$ cat src/rtl/button_event_queue.sv
// Button event queue: round-robin arbitration across per-button press channels,
// encoding each accepted press as an 8-bit key code and buffering the codes in a
// small FIFO that feeds a single valid/ready byte stream.
module button_event_queue #(
  parameter int         BUTTONS   = 4,
  parameter int         DEPTH     = 4,
  parameter logic [7:0] CODE_BASE = 8'h80
) (
  input  logic               clk,
  input  logic               reset,
  input  logic [BUTTONS-1:0] button_valid,
  output logic [BUTTONS-1:0] button_ready,
  output logic               key_valid,
  input  logic               key_ready,
  output logic [7:0]         key_code
);

  localparam int PTR_W = (BUTTONS > 1) ? $clog2(BUTTONS) : 1;
  localparam int AW    = $clog2(DEPTH);
  localparam int CW    = AW + 1;

  logic [PTR_W-1:0] pointer;
  logic [PTR_W-1:0] winner;
  logic             grant;
  logic [7:0]       push_code;
  logic             pop;
  logic [CW-1:0]    count;
  logic [CW-1:0]    count_next;
  logic [AW-1:0]    head;
  logic [AW-1:0]    head_next;
  logic [AW-1:0]    tail;
  logic [7:0]       head_code_next;
  logic [7:0]       mem [DEPTH];

  assign key_valid = (count != '0);
  assign pop       = key_valid & key_ready;

  // Round-robin search starting just after the last winner; only grants while the FIFO has room.
  always_comb begin
    int idx;
    idx          = 0;
    grant        = 1'b0;
    winner       = '0;
    button_ready = '0;
    if (!reset && (count < CW'(DEPTH))) begin
      for (int k = 1; k <= BUTTONS; k++) begin
        idx = (int'(pointer) + k) % BUTTONS;
        if (!grant && button_valid[PTR_W'(idx)]) begin
          grant  = 1'b1;
          winner = PTR_W'(idx);
        end
      end
      if (grant) begin
        button_ready[winner] = 1'b1;
      end
    end
  end

  assign push_code = CODE_BASE + 8'(winner);

  // Next occupancy, head position and the code that will sit at the head after this edge.
  always_comb begin
    count_next = count;
    case ({grant, pop})
      2'b10:   count_next = count + CW'(1);
      2'b01:   count_next = count - CW'(1);
      default: count_next = count;
    endcase
    head_next      = pop ? head + AW'(1) : head;
    head_code_next = (grant && (head_next == tail)) ? push_code : mem[head_next];
  end

  // Pointer, FIFO indices, occupancy and the registered head code; key_code holds when empty.
  always_ff @(posedge clk) begin
    if (reset) begin
      pointer  <= PTR_W'(BUTTONS - 1);
      count    <= '0;
      head     <= '0;
      tail     <= '0;
      key_code <= 8'h00;
    end else begin
      count <= count_next;
      head  <= head_next;
      if (grant) begin
        tail    <= tail + AW'(1);
        pointer <= winner;
      end
      if (count_next != '0) begin
        key_code <= head_code_next;
      end
    end
  end

  // Code storage; writes only happen on a grant, which is blocked during reset.
  always_ff @(posedge clk) begin
    if (grant) begin
      mem[tail] <= push_code;
    end
  end

endmodule

$ cat config.mk
export PLATFORM = sky130hd
export DESIGN_NAME = button_event_queue
export DESIGN_NICKNAME = d
export VERILOG_FILES = /design/src/rtl/button_event_queue.sv
export SDC_FILE = /design/constraint.sdc
export NUM_CORES = 1
export LEC_CHECK = 0
export ABC_CLOCK_PERIOD_IN_PS = 3420
export CELL_PAD_IN_SITES_DETAIL_PLACEMENT = 1
export CELL_PAD_IN_SITES_GLOBAL_PLACEMENT = 1
export CORE_MARGIN = 1.5
export CORE_UTILIZATION = 36
export CTS_CLUSTER_DIAMETER = 150
export CTS_CLUSTER_SIZE = 28
export DETAILED_ROUTE_END_ITERATION = 12
export GPL_ROUTABILITY_DRIVEN = 1
export MAX_ROUTING_LAYER = met4
export PLACE_DENSITY_LB_ADDON = 0.1
export SLEW_MARGIN = 20
export SYNTH_ARGS = -nofsm -noshare
export SYNTH_HDL_FRONTEND = slang
export SYNTH_SLANG_ARGS = --single-unit
$ cat constraint.sdc
create_clock -name clk -period 3.42 [get_ports clk]
set_clock_uncertainty 0.05 [all_clocks]
set_input_delay 0.855 -clock clk [delete_from_list [all_inputs] [get_ports clk]]
set_output_delay 0.855 -clock clk [all_outputs]
set_load 0.1 [all_outputs]
**Word-level counts from Yosys, hierarchy flattened**

Memories as Yosys holds them, arrays and structs flattened. A register that Yosys moved wholly into a read port is not among the register bits.
Index checks and enable logic that the tools add are counted.

- Add/sub/neg operators: 9
- Multiply operators: 0
- Div/mod/pow operators: 0
- Magnitude comparators: 7
- Equality and inequality tests: 2
- Shifts and indexed selects: 0
- Multiplexer cells: 35
- Bitwise operators: 1
- Reduce and logical (&&, ||, !) cells: 11

Operators by type and width:

| kind | count |
|---|---|
| $mux 1 | 20 |
| $lt 2x4->1 const B | 4 |
| $mux 2 | 7 |
| $add 2x1->2 const B | 4 |
| $add 8x2->8 const A | 1 |
| $bmux 1 s2 | 4 |
| $mux 4 | 2 |
| $pmux 3 s2 | 1 |
| $reduce_bool 3->1 | 2 |
| $logic_and 1x1->1 | 5 |
| $add 2x2->2 const B | 2 |
| $logic_not 1->1 | 4 |
| $add 3x1->3 const B | 1 |
| $lt 2x3->1 const B | 1 |
| $lt 3x3->1 const B | 1 |
| $sub 3x1->3 const B | 1 |
| $demux 1 s2 | 1 |
| $eq 2x1->1 const B | 1 |
| $eq 2x2->1 const B | 1 |
| $ge 2x1->1 const B | 1 |
| $and 1x1->1 | 1 |

- Register bits after elaboration: 9
- Latch bits: 0
- Bits in writable memories: 32
- ROM bits: 0
- Bits of input ports: 7
- Output and inout port bits: 13
- Memories: 1

Memory list:

| name | words | bits a word | read ports | clocked after Yosys merged registers in | write ports | RTL line | source |
|---|---|---|---|---|---|---|---|
| mem | 4 | 8 | 1 | 1 | 1 | 33 | `logic [7:0] mem [DEPTH];` |

**Logic depth before layout (Yosys ltp)**

Gate-level depths: netlist of run 1.

- Word-level depth: 24
- Mapped depth: 12
- Mapped depth without buffers: 11

**Worst setup path before layout of run 1**

OpenSTA, ideal clock, no wires.

- Path kind: input -> output
- Start point: input port button_valid[1]
- End point: output port button_ready[3]
- Arrival: 4,139 ps
- Required time: 2,515 ps
- Setup slack: -1,624 ps
- Stages: 3
- Path buffers: 0
- Cell sequence: o211ai_1 o221ai_1 nor4_1

- Cells in the longest elaborated chain, start to end: 23
- Elaborated cells between the ends (all ways): 38
- Classes of those cells: order compare: 2; mux: 29; reduce/logical: 7

Ends and longest elaborated chain:

| element | RTL line | source |
|---|---|---|
| start, declared | 11 | `input logic [BUTTONS-1:0] button_valid,` |
| $bmux 1 s2 | 48 | `if (!grant && button_valid[PTR_W'(idx)]) begin` |
| $mux 1 (implied by the code) (2 in series) | 48 |  |
| $mux 1 | 48 |  |
| $mux 1 | 45 | `if (!reset && (count < CW'(DEPTH))) begin` |
| $logic_not 1->1 | 48 |  |
| $logic_and 1x1->1 | 48 |  |
| $mux 1 | 48 |  |
| $mux 1 | 45 |  |
| (+6 left out) | n/a |  |
| $mux 2 | 48 |  |
| $mux 2 | 45 |  |
| $lt 2x3->1 (implied by the code) or $ge 2x1->1 (tied branches) | 54 | `button_ready[winner] = 1'b1;` |
| $logic_and 1x1->1 (implied by the code) | 54 |  |
| $mux 1 (implied by the code) | 54 |  |
| $demux 1 s2 | 54 |  |
| $mux 4 (*) | 53 | `if (grant) begin` |
| $mux 4 (*) | 45 |  |
| end, declared | 12 | `output logic [BUTTONS-1:0] button_ready,` |

Every way passes the cells marked *; elsewhere a longest branch is shown, timed or not. The select of a mux whose other input is x is not followed.

**Final worst setup path of run 1**

- Start point: input port button_valid[0]
- End point: output port button_ready[3]

The elaborated chain is that of the path after synthesis.

==> impl_metrics.json, run 1 <==
{
  "track_usage": 0.1727,
  "num-fill-cells": 408,
  "hold_viol": 0,
  "grt_pass1_wl_mm": 5.223,
  "wire_per_inst_um": 14.88,
  "clkTransAtPathRegs_ns": 0.13,
  "syn_area_um2": 1269,
  "numCtsBuffers": 3,
  "io_pins": 20,
  "final-setup-viol-count": 0,
  "synth.yosys.seq_area_share": 0.3787,
  "dp_hpwl_mm": 2.302,
  "port_buffers": 14,
  "ys_top_cells_by_count": "dfxtp_1 (12), nor2_1 (11), edfxtp_1 (8), inv_1 (8), nand3_1 (8)",
  "root_buffer": "clkbuf_4",
  "start_util": 0.3772,
  "p_leak_nw": 0.6986,
  "finalNetCount": 176,
  "die_h_um": 62.37,
  "relSlewSlack": 0.6238,
  "drv_slew": 0,
  "ant_nets": 0,
  "max_freq_mhz": 297.8,
  "grt_pass1_vias": 1106,
  "clk_path_buf_depth": 2,
  "hold_path.class": "reg2reg",
  "yosysTopAreaCell": "dfxtp_1",
  "routed_via_density": 4.990,
  "grt_overflow_total": 0,
  "vias": 1038,
  "crit_slowest_cell": "clkdlybuf4s50_1",
  "total_power_w": 0.001653,
  "grt_max_degree": 17,
  "drv_cap": 0,
  "antenna_found_initial": 0,
  "start_kind": "input port",
  "tightest_slew_ns": 0.5635,
  "synthFlopType": "dfxtp_1",
  "fin_util": 0.5086,
  "critPathArrivalTime_ns": 2.45,
  "layout.area.seq_um2": 480.5,
  "die_w_um": 62.37,
  "critPathKind": "in2out",
  "netlist_instances": 133,
  "finalCriticalPeriod_ns": 3.358,
  "htreeDepth": 1,
  "layout-drive-gt1-share": 0.3025,
  "synth_seq_cells": 20,
  "multi_input_area_um2": 757.0,
  "ys_async_sr_fraction": 0,
  "yosysUniqueCellTypes": 43,
  "wirelength_mm": 3.096,
  "die_area_um2": 3889,
  "path_cells": "clkdlybuf4s50_1 > buf_4 > nor3_2 > a211oi_4 > buf_6 > nor4_4 > buf_12",
  "routabilityCongestion": 0.8079,
  "antenna-diode-count": 0,
  "critPathRequiredTime_ns": 2.51,
  "powerDensity_nw_per_um2": 966.6,
  "rows": 21,
  "max_stage_delay_ns": 0.45,
  "ir_worst_vdd_mv": 0.7840,
  "clk_latency_ns": 0.30,
  "period_share": 0.9820,
  "avgSynthCellArea_um2": 9.539,
  "outcome": "completed",
  "route.detailed.drc": 0,
  "yosysMostFrequentCell": "dfxtp_1",
  "critPathMaxFanout": 4,
  "area_delta_synth_final_pct": 34.81,
  "core_area_um2": 3363,
  "fin_tns_setup_ns": 0,
  "cts.sinks": 20,
  "netlist.area_leader.share": 0.1893,
  "yosys-top-cells-area": "dfxtp_1 (19%), edfxtp_1 (19%), ha_1 (4.9%)",
  "first_pass_iters": 4,
  "drt-initial-drc-count": 28,
  "cts_tree": "built",
  "end_kind": "primary output",
  "yosys_warnings": 0,
  "synth_edf_count": 8
}
==> per-layer routing <==
layer,wire [um],share of wire,GRT usage
met5,0,0,-
met4,22,0.0071,0.03333
met2,1483,0.48,0.2813
met1,1532,0.49,0.2246
met3,58,0.019,0.03623
==> worst max-delay path: cells and delay by family <==
family / cells / cell delay (ns)
buffers and inverters: 4 / 0.98
AND/OR/NAND/NOR: 2 / 0.53
AO/OA/AOI/OAI: 1 / 0.08
==> kinds of logic (layout without fill, tap and decap cells) <==
logic type / after synthesis / in the layout / share of synthesized area
XOR/XNOR: 7 / 7 / 0.06312
multiplexers: 2 / 2 / 0.01775
adder cells (fa/ha/maj): 6 / 6 / 0.06509
buffers and inverters: 21 / 46 / 0.09566
AND/OR/NAND/NOR: 59 / 59 / 0.2544
flip-flops: 20 / 20 / 0.3787
other: 1 / 5 / 0.002956
AO/OA/AOI/OAI: 17 / 17 / 0.1223
==> registers in the layout (all words and copies together), names as in the netlist <==
register,count
count,3
head,2
key_code,3
mem,8
pointer,2
tail,2
==> layout by cell type (no fill, tap or decap), drive strengths merged, types with 3 or more instances in the layout <==
cell	Yosys	layout
buf	9	27
xnor2	3	3
and2	4	4
nor2	11	11
dfxtp	12	12
nand3b	5	5
nor3	5	5
clkdlybuf4s50	0	4
clkbuf	3	3
inv	9	9
nor2b	4	4
nand4	4	4
nand3	8	8
nand2b	4	4
ha	5	5
xor2	4	4
conb	1	5
nand2	6	6
edfxtp	8	8
==> metrics by stage <==
| stage | worst slack (ns) | hold slack, ns | instances | area (um^2) |
|---|---|---|---|---|
| after floorplan | -0.1830 | 0.4252 | 137 | 1305 |
| after global placement | -0.01523 | 0.3953 | 201 | 1565 |
| after detailed placement | -0.1049 | 0.3972 | 201 | 1565 |
| after CTS | 0.02833 | 0.4168 | 205 | 1624 |
| after global routing | -0.006425 | 0.4483 | 208 | 1710 |
| final | 0.06151 | 0.4116 | 208 | 1710 |
==> worst paths after layout <==
| kind | endpoint | cells past startpoint | slack (ns) | start |
|---|---|---|---|---|
| worst max-delay path | button_ready[3] | 7 | 0.06 | button_valid[0] |
| worst min-delay path | key_code[7] | 2 | 0.41 | key_code[7] |
| worst max register to register | key_code[0] | 10 | 0.71 | count[2] |
| worst min register to register | key_code[7] | 2 | 0.41 | key_code[7] |
==> where the power goes <==
| group | total, W | internal, W | switching, W | leakage, nW |
|---|---|---|---|---|
| Clock | 0.000199 | 0.000118 | 0.0000805 | 0.0279 |
| Combinational | 0.00102 | 0.000418 | 0.000598 | 0.496 |
| Sequential | 0.000439 | 0.000329 | 0.000110 | 0.174 |
==> final cells by class <==
class                           count  share of cell area
Multi-Input combinational cell     96              0.4426
Sequential cell                    20              0.2809
Timing Repair Buffer               33              0.1924
Tap cell                           46             0.03365
Inverter                            9             0.01975
Clock inverter                      1             0.01756
Clock buffer                        3             0.01317
==> repair_timing <==
item / CTS / global route
hold buffers: 0 / 0
setup buffers: 0 / 4
pin swaps: 0 / 5
setup endpoints to repair: 4 / 4
gates resized for setup: 1 / 14
(Power assumes the default switching activity.)
==> inputs of run 2 (changes only) <==
==> constraint.sdc (replaced) <==
create_clock -name clk -period 3.42 [get_ports clk]
set_clock_uncertainty 0.05 [all_clocks]
set_input_delay 0.684 -clock clk [delete_from_list [all_inputs] [get_ports clk]]
set_output_delay 0.684 -clock clk [all_outputs]
set_load 0.1 [all_outputs]
==> run 2 against run 1 <==
- sequential share of layout area increased by 2.8 points
- register-to-register slack gained 0.13 ns
- sequential cell count is the same
- largest power group unchanged
- via count fell by 3.2%
==> impl_metrics.json, run 2 (synthesized netlist as in run 1, its figures left out) <==
{
  "outcome": "completed",
  "period_share": 0.9261,
  "die_w_um": 62.37,
  "routabilityCongestion": 0.7944,
  "finalNetCount": 165,
  "final-setup-viol-count": 0,
  "final_cell_mix": "dfxtp_1 (12), nor2_1 (9), clkdlybuf4s50_1 (9), buf_4 (9)",
  "r2r_start": "count[2]",
  "start_kind": "input port",
  "layout-drive-gt1-share": 0.1854,
  "wirelength_mm": 2.922,
  "post_cts_buffers": 0,
  "clk_path_buf_depth": 2,
  "wire_per_inst_um": 14.83,
  "antenna_found_initial": 0,
  "tightest_slew_ns": 0.9618,
  "fin_util": 0.4624,
  "fin_area_um2": 1555,
  "ir_worst_vdd_mv": 0.6256,
  "drv_slew": 0,
  "rsz0062_at_grt": "no",
  "grt_pass1_vias": 1075,
  "crit_slowest_cell": "o221ai_1",
  "die_area_um2": 3889,
  "powerDensity_nw_per_um2": 988.7,
  "first_pass_iters": 4,
  "core_area_um2": 3363,
  "hold_path.class": "reg2reg",
  "layout_commonest_cell": "dfxtp_1",
  "cts_resized": 0,
  "port_buffers": 14,
  "place_area_um2": 1503,
  "path_cells": "clkdlybuf4s50_1 > buf_4 > nand2b_1 > o221ai_1 > nand2_1 > nor2_2 > buf_12",
  "grt_overflow_total": 0,
  "drt-initial-drc-count": 68,
  "routed_via_density": 5.102,
  "die_h_um": 62.37,
  "critPathMaxFanout": 6,
  "reg2reg_depth": 10,
  "track_usage": 0.1706,
  "max_stage_delay_ns": 0.51,
  "largest_registers": "mem: 8 flops, count: 3 flops, key_code: 3 flops",
  "io_pins": 20,
  "grt_max_degree": 17,
  "hold_viol": 0,
  "end_kind": "primary output",
  "dp_hpwl_mm": 2.288,
  "cts_tree": "built",
  "cp-startpoint": "button_valid[1]",
  "vias": 1005,
  "rows": 21,
  "ant_nets": 0,
  "endpoint": "button_ready[1]",
  "route.detailed.drc": 0,
  "antenna-diode-count": 0,
  "p_leak_nw": 0.5986,
  "root_buffer": "clkbuf_4",
  "path_buf_inv": 3,
  "ctsHoldBuffers": 0,
  "critPathArrivalTime_ns": 2.43,
  "cpLargestDelayFamily": "buffers and inverters",
  "critPathRequiredTime_ns": 2.69,
  "reg2reg_to": "key_code[1]",
  "clk_latency_ns": 0.30,
  "clkTransAtPathRegs_ns": 0.12,
  "cts.sinks": 20,
  "crit_cells": 7,
  "area_delta_synth_final_pct": 22.58,
  "htreeDepth": 1,
  "finalCriticalPeriod_ns": 3.167,
  "start_util": 0.3772,
  "r2r_slack_ns": 0.84,
  "top_register": "mem",
  "largest_register_ffs": 8,
  "critPathKind": "in2out",
  "max_freq_mhz": 315.7,
  "numCtsBuffers": 3,
  "grt_pass1_wl_mm": 5.147,
  "relSlewSlack": 0.3568,
  "drv_cap": 0
}
-- run 2: routing by layer --
| metal | wire length, um | GRT usage | vias up |
|---|---|---|---|
| met5 | 0 | - | - |
| met4 | 24 | 0.03333 | 0 |
| met3 | 87 | 0.03261 | 2 |
| met2 | 1439 | 0.2894 | 17 |
| met1 | 1371 | 0.2139 | 494 |
| li1 | - | - | 492 |
-- run 2: worst min path at each step --
stage | depth (start not counted) | endpoint | slack [ns] | from
final | 2 | key_code[7] | 0.40 | key_code[7]
after global routing | 2 | key_code[7] | 0.43 | key_code[7]
after CTS | 2 | key_code[7] | 0.41 | key_code[7]
after detailed placement | 2 | key_code[7] | 0.39 | key_code[7]
after global placement | 2 | key_code[7] | 0.39 | key_code[7]
after floorplan | 2 | pointer[0] | 0.43 | pointer[0]
-- run 2: where the power goes --
| group | leakage [nW] | total [W] | internal [W] | switching [W] |
|---|---|---|---|---|
| clock | 0.0279 | 0.000192 | 0.000118 | 0.0000739 |
| sequential | 0.174 | 0.000430 | 0.000329 | 0.000101 |
| combinational | 0.396 | 0.000916 | 0.000348 | 0.000568 |
| total | 0.599 | 0.00154 | 0.000795 | 0.000743 |
-- run 2: layout make-up --
type	count	area (um^2)
fill	419	1808
multi-input combinational	96	693.2
sequential	20	480.5
timing repair buffer	22	237.7
tap	46	57.56
inverter	9	33.78
clock inverter	1	30.03
clock buffer	3	22.52
-- run 2: tightest hold or removal path: stages (launching register included) --
cell	delay, ns
dfxtp_1	0.33
inv_1	0.05
a21oi_1	0.05
-- run 2: stage by stage --
| step | setup WS [ns] | hold slack, ns | total power [W] | instances | setup TNS [ns] |
|---|---|---|---|---|---|
| 6_report | 0.2528 | 0.4024 | 0.001538 | 197 | 0 |
| 5_1_grt | 0.1059 | 0.4314 | 0.001647 | 197 | 0 |
| 4_1_cts | 0.2313 | 0.4068 | 0.001555 | 197 | 0 |
| 3_5_place_dp | 0.02645 | 0.3883 | 0.001356 | 193 | 0 |
| 3_3_place_gp | 0.1990 | 0.3880 | 0.001327 | 193 | 0 |
| 2_1_floorplan | -0.1493 | 0.4252 | 0.001118 | 137 | -0.1493 |
==> inputs of run 3 (changes only) <==
--- a/config.mk
+++ b/config.mk
@@ -15,7 +15,7 @@
 export DETAILED_ROUTE_END_ITERATION = 12
 export GPL_ROUTABILITY_DRIVEN = 1
 export MAX_ROUTING_LAYER = met4
-export PLACE_DENSITY_LB_ADDON = 0.1
+export PLACE_DENSITY = 0.82
 export SLEW_MARGIN = 20
 export SYNTH_ARGS = -nofsm -noshare
 export SYNTH_HDL_FRONTEND = slang
==> run 3 against run 2 <==
- hold slack improved by 0.032 ns
- maximum frequency rose by 0.43%
- global-route usage rose by 0.44 points
- sequential power barely moved
- critical path depth rose by 6
- die area did not move
- combinational power rose by 1%
- critical path type is now in2reg
- largest cell class unchanged
- highest routed layer unchanged
==> impl_metrics.json, run 3 (synthesized netlist as in run 1, its figures left out) <==
{
  "root_buffer": "clkbuf_4",
  "layout_commonest_cell": "dfxtp_1",
  "dp_hpwl_mm": 2.234,
  "route.detailed.drc": 0,
  "end_kind": "register",
  "cts.sinks": 20,
  "drv_cap": 0,
  "clk_path_buf_depth": 2,
  "largest_register_ffs": 8,
  "area_delta_synth_final_pct": 21.60,
  "cpLargestDelayFamily": "buffers and inverters",
  "relSlewSlack": 0.3532,
  "path_cells": "clkdlybuf4s50_1 > nor4_1 > nor3_1 > inv_1 > ha_1 > inv_1 > fa_1 > xnor2_1 > buf_4 > nand4_1 > o21ai_0 > nor2_1 > a32o_1",
  "max_freq_mhz": 317.1,
  "numCtsBuffers": 3,
  "critPathMaxFanout": 4,
  "r2r_slack_ns": 0.73,
  "hold_slack_ns": 0.4343,
  "start_util": 0.3772,
  "die_w_um": 62.37,
  "grt_pass1_wl_mm": 5.195,
  "ant_nets": 0,
  "clkTransAtPathRegs_ns": 0.11,
  "crit_slowest_cell": "clkdlybuf4s50_1",
  "track_usage": 0.1750,
  "antenna-diode-count": 0,
  "layout-drive-gt1-share": 0.1987,
  "antenna_found_initial": 0,
  "max_stage_delay_ns": 0.46,
  "clk_latency_ns": 0.30,
  "p_leak_nw": 0.5935,
  "final-setup-viol-count": 0,
  "period_share": 0.9221,
  "rsz0062_at_grt": "no",
  "fin_area_um2": 1543,
  "critPathKind": "in2reg",
  "die_area_um2": 3889,
  "drt-initial-drc-count": 11,
  "wirelength_mm": 2.997,
  "ctsHoldBuffers": 0,
  "grt_max_degree": 17,
  "start_kind": "input port",
  "routed_via_density": 5.234,
  "rows": 21,
  "hold_viol": 0,
  "vias": 1031,
  "grt_overflow_total": 0,
  "final_cell_mix": "dfxtp_1 (12), buf_4 (10), nor2_1 (9)",
  "crit_top_cell": "inv_1",
  "critPathRequiredTime_ns": 3.58,
  "grt_pass1_vias": 1127,
  "core_area_um2": 3363,
  "wire_per_inst_um": 15.21,
  "num-fill-cells": 403,
  "tightest_slew_ns": 0.9672,
  "place_area_um2": 1500,
  "htreeDepth": 1,
  "total_power_w": 0.001496,
  "powerDensity_nw_per_um2": 969.7,
  "multi_input_area_um2": 699.4,
  "first_pass_iters": 4,
  "outcome": "completed",
  "io_pins": 20,
  "hold_path.class": "reg2reg",
  "ir_worst_vdd_mv": 0.6038,
  "cts_tree": "built",
  "largest_registers": "mem: 8 flops, count: 3 flops, key_code: 3 flops",
  "top_register": "mem",
  "finalNetCount": 165,
  "post_cts_buffers": 0,
  "layout.area.seq_um2": 480.5,
  "critPathArrivalTime_ns": 3.31,
  "die_h_um": 62.37,
  "finalCriticalPeriod_ns": 3.154,
  "port_buffers": 14,
  "path_buf_inv": 4,
  "routabilityCongestion": 0.8579,
  "drv_slew": 0
}
## run 3: changes by cell type in the layout (fill, tap and decap cells not counted), sizes merged
cell | before | now
buf | 13 | 14
clkbuf | 3 | 4
bufinv | 1 | 0
clkdlybuf4s50 | 9 | 8
## run 3: path summary, 6_finish.rpt
check           endpoint  cells after the start            start
max          key_code[1]                     13  button_valid[0]
min          key_code[7]                      2      key_code[7]
max reg2reg  key_code[0]                     10         count[2]
min reg2reg  key_code[7]                      2      key_code[7]
## run 3: what timing repair did
action | 4_1_cts | 5_1_grt
resized for setup | 0 | 1
hold endpoints to repair | 0 | 0
setup endpoints to repair | 0 | 1
## run 3: area by class of cell
type                       instances  area share
multi-input combinational         96      0.4534
tap                               46     0.03731
sequential                        20      0.3114
inverter                           9     0.02190
clock buffer                       4     0.02352
timing repair buffer              22      0.1525
## run 3: power by group
group          internal, W  switching, W  total [W]
combinational     0.000348      0.000578   0.000926
sequential        0.000329      0.000101   0.000430
clock            0.0000650     0.0000745   0.000140
## run 3: worst reg2reg max path: stages (launching register included)
cell,delay (ns)
dfxtp_1,0.46
o31ai_4,0.46
inv_2,0.08
ha_1,0.22
inv_1,0.08
fa_1,0.44
nand3b_1,0.11
a2bb2oi_1,0.17
o21ai_0,0.14
buf_4,0.19
a32o_1,0.21
## run 3: metrics by stage
step                setup TNS (ns)  setup slack (ns)    util  cells
finish                           0            0.2664  0.4587    197
global route                     0           0.06890  0.4587    197
CTS                              0            0.1381  0.4568    197
detailed placement        -0.07573          -0.05990  0.4461    193
global placement                 0            0.1754  0.4461    193
floorplan                  -0.1493           -0.1493       -    137
## run 3: metal layers
metal	up-vias	wire [um]	GRT usage
li1	497	-	-
met1	507	1287	0.1925
met2	18	1545	0.3098
met3	9	62	0.01812
met4	0	102	0.09722
met5	-	0	-
